$ cat src/rtl/lfsr_lock_monitor.sv
// PRBS link-health monitor: debounces the checker lock flag into a link state,
// keeps saturating loss/unlock statistics, measures acquisition time and raises
// a sticky timeout when lock is not acquired in time.
module lfsr_lock_monitor #(
    parameter int unsigned CNT_W    = 16,
    parameter int unsigned STABLE_N = 4,
    parameter int unsigned TIMEOUT  = 1024
) (
    input  logic             clk,
    input  logic             i_rst,
    input  logic             i_valid,
    input  logic             i_lock,
    input  logic             i_clear,
    output logic [1:0]       o_state,
    output logic             o_locked,
    output logic             o_timeout,
    output logic             o_loss_pulse,
    output logic [CNT_W-1:0] o_loss_cnt,
    output logic [CNT_W-1:0] o_unlock_cnt,
    output logic [CNT_W-1:0] o_acq_time
);

    typedef enum logic [1:0] {
        StAcquire = 2'd0,
        StConfirm = 2'd1,
        StLocked  = 2'd2,
        StTimeout = 2'd3
    } state_e;

    localparam int unsigned StableW = (STABLE_N < 2) ? 1 : $clog2(STABLE_N + 1);

    localparam logic [CNT_W-1:0]   CntMax       = {CNT_W{1'b1}};
    localparam logic [CNT_W-1:0]   CntOne       = CNT_W'(1);
    localparam logic [CNT_W-1:0]   TimeoutVal   = CNT_W'(TIMEOUT);
    localparam logic [StableW-1:0] StableOne    = StableW'(1);
    localparam logic [StableW-1:0] StableTarget = StableW'(STABLE_N);

    state_e             state_q, state_d;
    logic [StableW-1:0] stable_q, stable_d;
    logic [CNT_W-1:0]   timer_q, timer_d;
    logic [CNT_W-1:0]   acq_time_q, acq_time_d;
    logic [CNT_W-1:0]   loss_cnt_q, loss_cnt_d;
    logic [CNT_W-1:0]   unlock_cnt_q, unlock_cnt_d;
    logic               timeout_q, timeout_d;
    logic               loss_pulse_q, loss_pulse_d;
    logic               locked_q, locked_d;

    logic [CNT_W-1:0]   timer_inc;
    logic [StableW-1:0] stable_next;

    // Next-state, statistics and output decode.
    always_comb begin
        state_d      = state_q;
        stable_d     = stable_q;
        timer_d      = timer_q;
        acq_time_d   = acq_time_q;
        loss_cnt_d   = loss_cnt_q;
        unlock_cnt_d = unlock_cnt_q;
        timeout_d    = timeout_q;
        loss_pulse_d = 1'b0;
        stable_next  = stable_q;
        timer_inc    = (timer_q == CntMax) ? timer_q : timer_q + CntOne;

        if (i_clear) begin
            state_d      = StAcquire;
            stable_d     = '0;
            timer_d      = '0;
            acq_time_d   = '0;
            loss_cnt_d   = '0;
            unlock_cnt_d = '0;
            timeout_d    = 1'b0;
        end else if (i_valid) begin
            if (!i_lock && unlock_cnt_q != CntMax) begin
                unlock_cnt_d = unlock_cnt_q + CntOne;
            end

            unique case (state_q)
                StAcquire, StConfirm, StTimeout: begin
                    timer_d = timer_inc;
                    if (i_lock) begin
                        stable_next = (state_q == StConfirm) ? stable_q + StableOne : StableOne;
                        if (stable_next == StableTarget) begin
                            state_d    = StLocked;
                            stable_d   = '0;
                            acq_time_d = timer_inc;
                        end else begin
                            state_d  = StConfirm;
                            stable_d = stable_next;
                        end
                    end else begin
                        stable_d = '0;
                        state_d  = (state_q == StTimeout) ? StTimeout : StAcquire;
                    end
                    // A lock acquired on the deadline cycle wins over the timeout.
                    if (state_q != StTimeout && state_d != StLocked &&
                        timer_inc == TimeoutVal) begin
                        state_d   = StTimeout;
                        stable_d  = '0;
                        timeout_d = 1'b1;
                    end
                end
                StLocked: begin
                    if (!i_lock) begin
                        state_d      = StAcquire;
                        stable_d     = '0;
                        loss_pulse_d = 1'b1;
                        // Timer restarts from zero and the losing cycle is the
                        // first unlocked cycle of the new acquisition.
                        timer_d      = CntOne;
                        if (loss_cnt_q != CntMax) begin
                            loss_cnt_d = loss_cnt_q + CntOne;
                        end
                    end
                end
                default: begin
                    state_d = StAcquire;
                end
            endcase
        end

        locked_d = (state_d == StLocked);
    end

    // State and statistics registers; asynchronous reset clears everything at once.
    always_ff @(posedge clk or negedge i_rst) begin
        if (!i_rst) begin
            state_q      <= StAcquire;
            stable_q     <= '0;
            timer_q      <= '0;
            acq_time_q   <= '0;
            loss_cnt_q   <= '0;
            unlock_cnt_q <= '0;
            timeout_q    <= 1'b0;
            loss_pulse_q <= 1'b0;
            locked_q     <= 1'b0;
        end else begin
            state_q      <= state_d;
            stable_q     <= stable_d;
            timer_q      <= timer_d;
            acq_time_q   <= acq_time_d;
            loss_cnt_q   <= loss_cnt_d;
            unlock_cnt_q <= unlock_cnt_d;
            timeout_q    <= timeout_d;
            loss_pulse_q <= loss_pulse_d;
            locked_q     <= locked_d;
        end
    end

    assign o_state      = state_q;
    assign o_locked     = locked_q;
    assign o_timeout    = timeout_q;
    assign o_loss_pulse = loss_pulse_q;
    assign o_loss_cnt   = loss_cnt_q;
    assign o_unlock_cnt = unlock_cnt_q;
    assign o_acq_time   = acq_time_q;

endmodule

$ cat config.mk
export PLATFORM = sky130hd
export DESIGN_NAME = lfsr_lock_monitor
export DESIGN_NICKNAME = d
export VERILOG_FILES = /design/src/rtl/lfsr_lock_monitor.sv
export SDC_FILE = /design/constraint.sdc
export NUM_CORES = 1
export LEC_CHECK = 0
export CORE_MARGIN = 2
export CORE_UTILIZATION = 49
export DETAILED_ROUTE_END_ITERATION = 7
export PLACE_DENSITY = 0.82
export REMOVE_ABC_BUFFERS = 1
export SLEW_MARGIN = 20
export SYNTH_ARGS = -nofsm -noshare
export SYNTH_HDL_FRONTEND = slang
export SYNTH_SLANG_ARGS = --single-unit
$ cat constraint.sdc
create_clock -name clk -period 2.66 [get_ports clk]
set_input_delay 0.399 -clock clk [delete_from_list [all_inputs] [get_ports clk]]
set_output_delay 0.399 -clock clk [all_outputs]
set_load 0.02 [all_outputs]
==> flow_metrics.tcl <==
set metrics [dict create \
    crit_path_cell_trace "buf_4 > and3_1 > buf_4 > nand2_1 > a22oi_2 > or4_4 > or4_1 > a21o_1 > a21oi_2" \
    pwr_density_cell_nw_per_um2 405 \
    synth_ff_type "dfrtp_1" \
    syn_area_per_cell_um2 9.13 \
    antenna_found_initial 0 \
    synth_top_family_by_area "simple AND/OR/NAND/NOR gates" \
    cts_max_level 3 \
    rows 32 \
    synth_fa_ha_area_share_pct 1.27 \
    r2r-start "timer_q[0]" \
    clockPowerShare_pct 39.1 \
    synth_xor_area_share_pct 8.47 \
    p_int_w 0.00148 \
    critPathLaunchType "register" \
    drive_above_1_share_pct 13.6 \
    switching_share_pct 26.6 \
    path_max_fanout 6 \
    dr_total_vias 3498 \
    place.gp.congestion 0.883 \
    endpoint_kind "register" \
    timing.critical_path.to "o_state[0]" \
    r2r-end "o_state[0]" \
    async_flop_share_pct 100 \
    r2r_slack_ns 0.07 \
    setup_viol 0 \
    tightest_slew_ns 0.670 \
    grt_pass1_vias 3296 \
    layout.cells.non_filler 616 \
    drc 0 \
    ys_warn_count 0 \
    clock_latency_ns 0.36 \
    muxShareOfSynthArea_pct 1.30 \
    cts_buffer_depth 2 \
    io_buffer_count 57 \
    critPathMostFrequentCell "buf_4" \
    hold_path.class "in2async" \
    yosysSeqAreaShare_pct 45.7 \
    period_needed_ns 2.59 \
    slowest_stage "or4_4" \
    p_sw_w 0.000537 \
    cp.required_ns 2.95 \
    rsz0062_at_grt "yes" \
    cts_made_buffers 9 \
    multi_input_area_um2 2020 \
    dieHeight_um 93.7 \
    cts-root-buf "clkbuf_8" \
    route.detailed.wl_per_inst_um 15.8 \
    cp.arrival_ns 2.88 \
    timing.slew.headroom_pct 55.3 \
    die_w_um 93.7 \
    crit_start "timer_q[0]" \
    cap_violations 0 \
    io_pins 58 \
    diodes 0 \
    fillerInstances 672 \
    drt_iter0_drc 193 \
    syn_area_um2 3950 \
    cpPeakStageDelay_ns 0.54 \
    dp.cells 597 \
    peakVddDrop_uv 283 \
    die-area_um2 8790 \
    reg2regPathDepth 9 \
    areaGrowthSynthToFinish_pct 26.5 \
    finalHoldViolCount 0 \
    first_pass_iters 5 \
    cts.sinks 72 \
    yosys.area_share.simple_pct 25.6 \
    power_frac_comb_pct 6.1 \
    synth-compound-area-share_pct 13.7 \
    ys_types 56 \
    cts_tree "built" \
    fin_crit_sh_pct 97.2 \
    report.final.slew_viol_count 0 \
    sequentialPowerShare_pct 54.8 \
    coreArea_um2 7770 \
    status "finished clean" \
    whs_ns 0.0650 \
    totalWireLength_um 9720 \
    synth_edf_count 0 \
    syn_inst 432 \
    start_util_pct 50.8 \
    cts.clk_slew.worst_paths_ns 0.09 \
    seqCellArea_um2 1800 \
    vias_per_cell 5.68 \
    ant_nets 0 \
    synth-seq-cells 72 \
    dp_hpwl_um 6920 \
    grt_max_degree 46 \
    grt_pass1_wl_um 16200 \
    crit_type "reg2reg" \
    leakagePower_nw 2.08 \
    max_freq_mhz 387 \
    gr-total-overflow 0 \
    postCtsHoldBufs 0 \
    grt.total_usage_pct 23.3 \
    fin_skew_ns 0.0123 \
    finalNetCount 518 \
]
==> synthesized netlist by cell type, types with 3 or more instances <==
cell type  instances  area share, %
mux2i_1            4            1.0
a22o_1             5            1.1
nand2b_1           5           0.79
o211ai_1           4           0.76
nand3b_1           3           0.57
a21oi_1           27            3.4
ha_1               4            1.3
nand2_1           47            4.5
buf_2              7           0.89
and4_1             6            1.3
nor4_1             3           0.48
buf_4              3           0.57
xor2_1            20            4.4
xnor2_1           15            3.3
and3_1             8            1.3
nor3_1             9            1.1
o31ai_1            5           0.95
nand3_1           18            2.3
o21ai_0           20            2.5
a211oi_1           3           0.57
inv_1              9           0.86
clkbuf_1          15            1.4
dfrtp_1           72             46
a31oi_1            3           0.48
or3_1              3           0.48
nand4_1           17            2.7
nor2_1            58            5.5
==> per-stage QoR <==
step	TNS, ns	total power (W)	area (um2)	utilization, %	setup WS [ns]
floorplan	-0.223	0.00117	3820	-	-0.0738
global placement	0	0.00124	4760	61.3	0.0404
detailed placement	-0.0530	0.00125	4760	61.3	-0.0530
CTS	0	0.00203	4940	63.6	0.0452
global route	-0.0549	0.00210	4990	64.3	-0.0295
finish	0	0.00202	4990	64.3	0.0743
==> power by group through the flow <==
stage / logic (W) / clock network, W / registers (W)
floorplan: 0.0000420 / 0 / 0.00113
global placement: 0.000116 / 0 / 0.00113
detailed placement: 0.000119 / 0 / 0.00113
CTS: 0.000121 / 0.000801 / 0.00111
global route: 0.000137 / 0.000857 / 0.00111
finish: 0.000123 / 0.000790 / 0.00111
==> kinds of logic (layout without fill, tap and decap cells) <==
family / Yosys count / count (layout)
fa+ha+maj: 4 / 4
mux: 5 / 5
flops: 72 / 72
buf+inv: 35 / 117
xor+xnor: 36 / 36
simple gates: 197 / 197
compound gates: 83 / 83
==> cells in the final DEF, fill, tap and decap left out, types with 3 or more instances in the layout <==
cell	instances
nand4_1	17
xor2_1	20
o31ai_1	5
nand3b_1	3
dfrtp_1	72
and3_1	8
clkbuf_8	9
a21oi_1	26
clkdlybuf4s50_1	55
xnor2_1	14
buf_4	34
nor2_1	58
a22o_1	5
a31oi_1	3
ha_1	4
and4_1	6
nor3_1	9
or3_1	3
nand2_1	47
o211ai_1	4
o21ai_0	20
clkinvlp_4	3
inv_1	9
nor4_1	3
mux2i_1	4
nand3_1	18
nand2b_1	5
==> registers in the layout (all words and copies together) (netlist names) <==
name	flops
o_acq_time	16
o_locked	1
o_loss_cnt	16
o_loss_pulse	1
o_state	2
o_timeout	1
o_unlock_cnt	16
stable_q	3
timer_q	16
==> worst min path at each step <==
| stage | cells after the start | endpoint | start | slack [ns] |
|---|---|---|---|---|
| finish | 1 | o_locked | i_rst | 0.06 |
| global route | 1 | o_locked | i_rst | 0.1 |
| CTS | 1 | o_locked | i_rst | 0.07 |
| detailed placement | 1 | o_acq_time[2] | i_rst | 0.46 |
| global placement | 1 | o_acq_time[1] | i_rst | 0.45 |
| floorplan | 0 | o_acq_time[0] | i_rst | 0.10 |
==> layout make-up <==
type,instances,share of cell area (%)
well taps,102,2.56
inverters,9,0.677
clock inverters,6,0.902
multi-input cells,325,40.5
repair buffers,92,16.7
clock buffers,10,2.56
flip-flops and latches,72,36.1
==> layer usage <==
metal	global-route usage, %	vias to the layer above	share of wire (%)
li1	-	1685	-
met4	8.09	0	1.8
met5	0	-	0
met3	4.01	13	4.7
met2	38.5	95	50
met1	30.9	1705	44
==> critical path, delay by kind of cell, from the launching register on <==
family,cells,cell delay [ns]
flip-flops,1,0.41
buffers and inverters,2,0.31
AO/OA/AOI/OAI,3,0.42
AND/OR/NAND/NOR,4,1.38
==> what timing repair did <==
action                                  in CTS  in global routing
pin swaps                                    0                  2
endpoints found under the setup margin       1                  4
setup buffers                                0                  3
resized for setup                            1                  4
endpoints found under the hold margin        0                  0
Power figures use the tool's default switching activity.
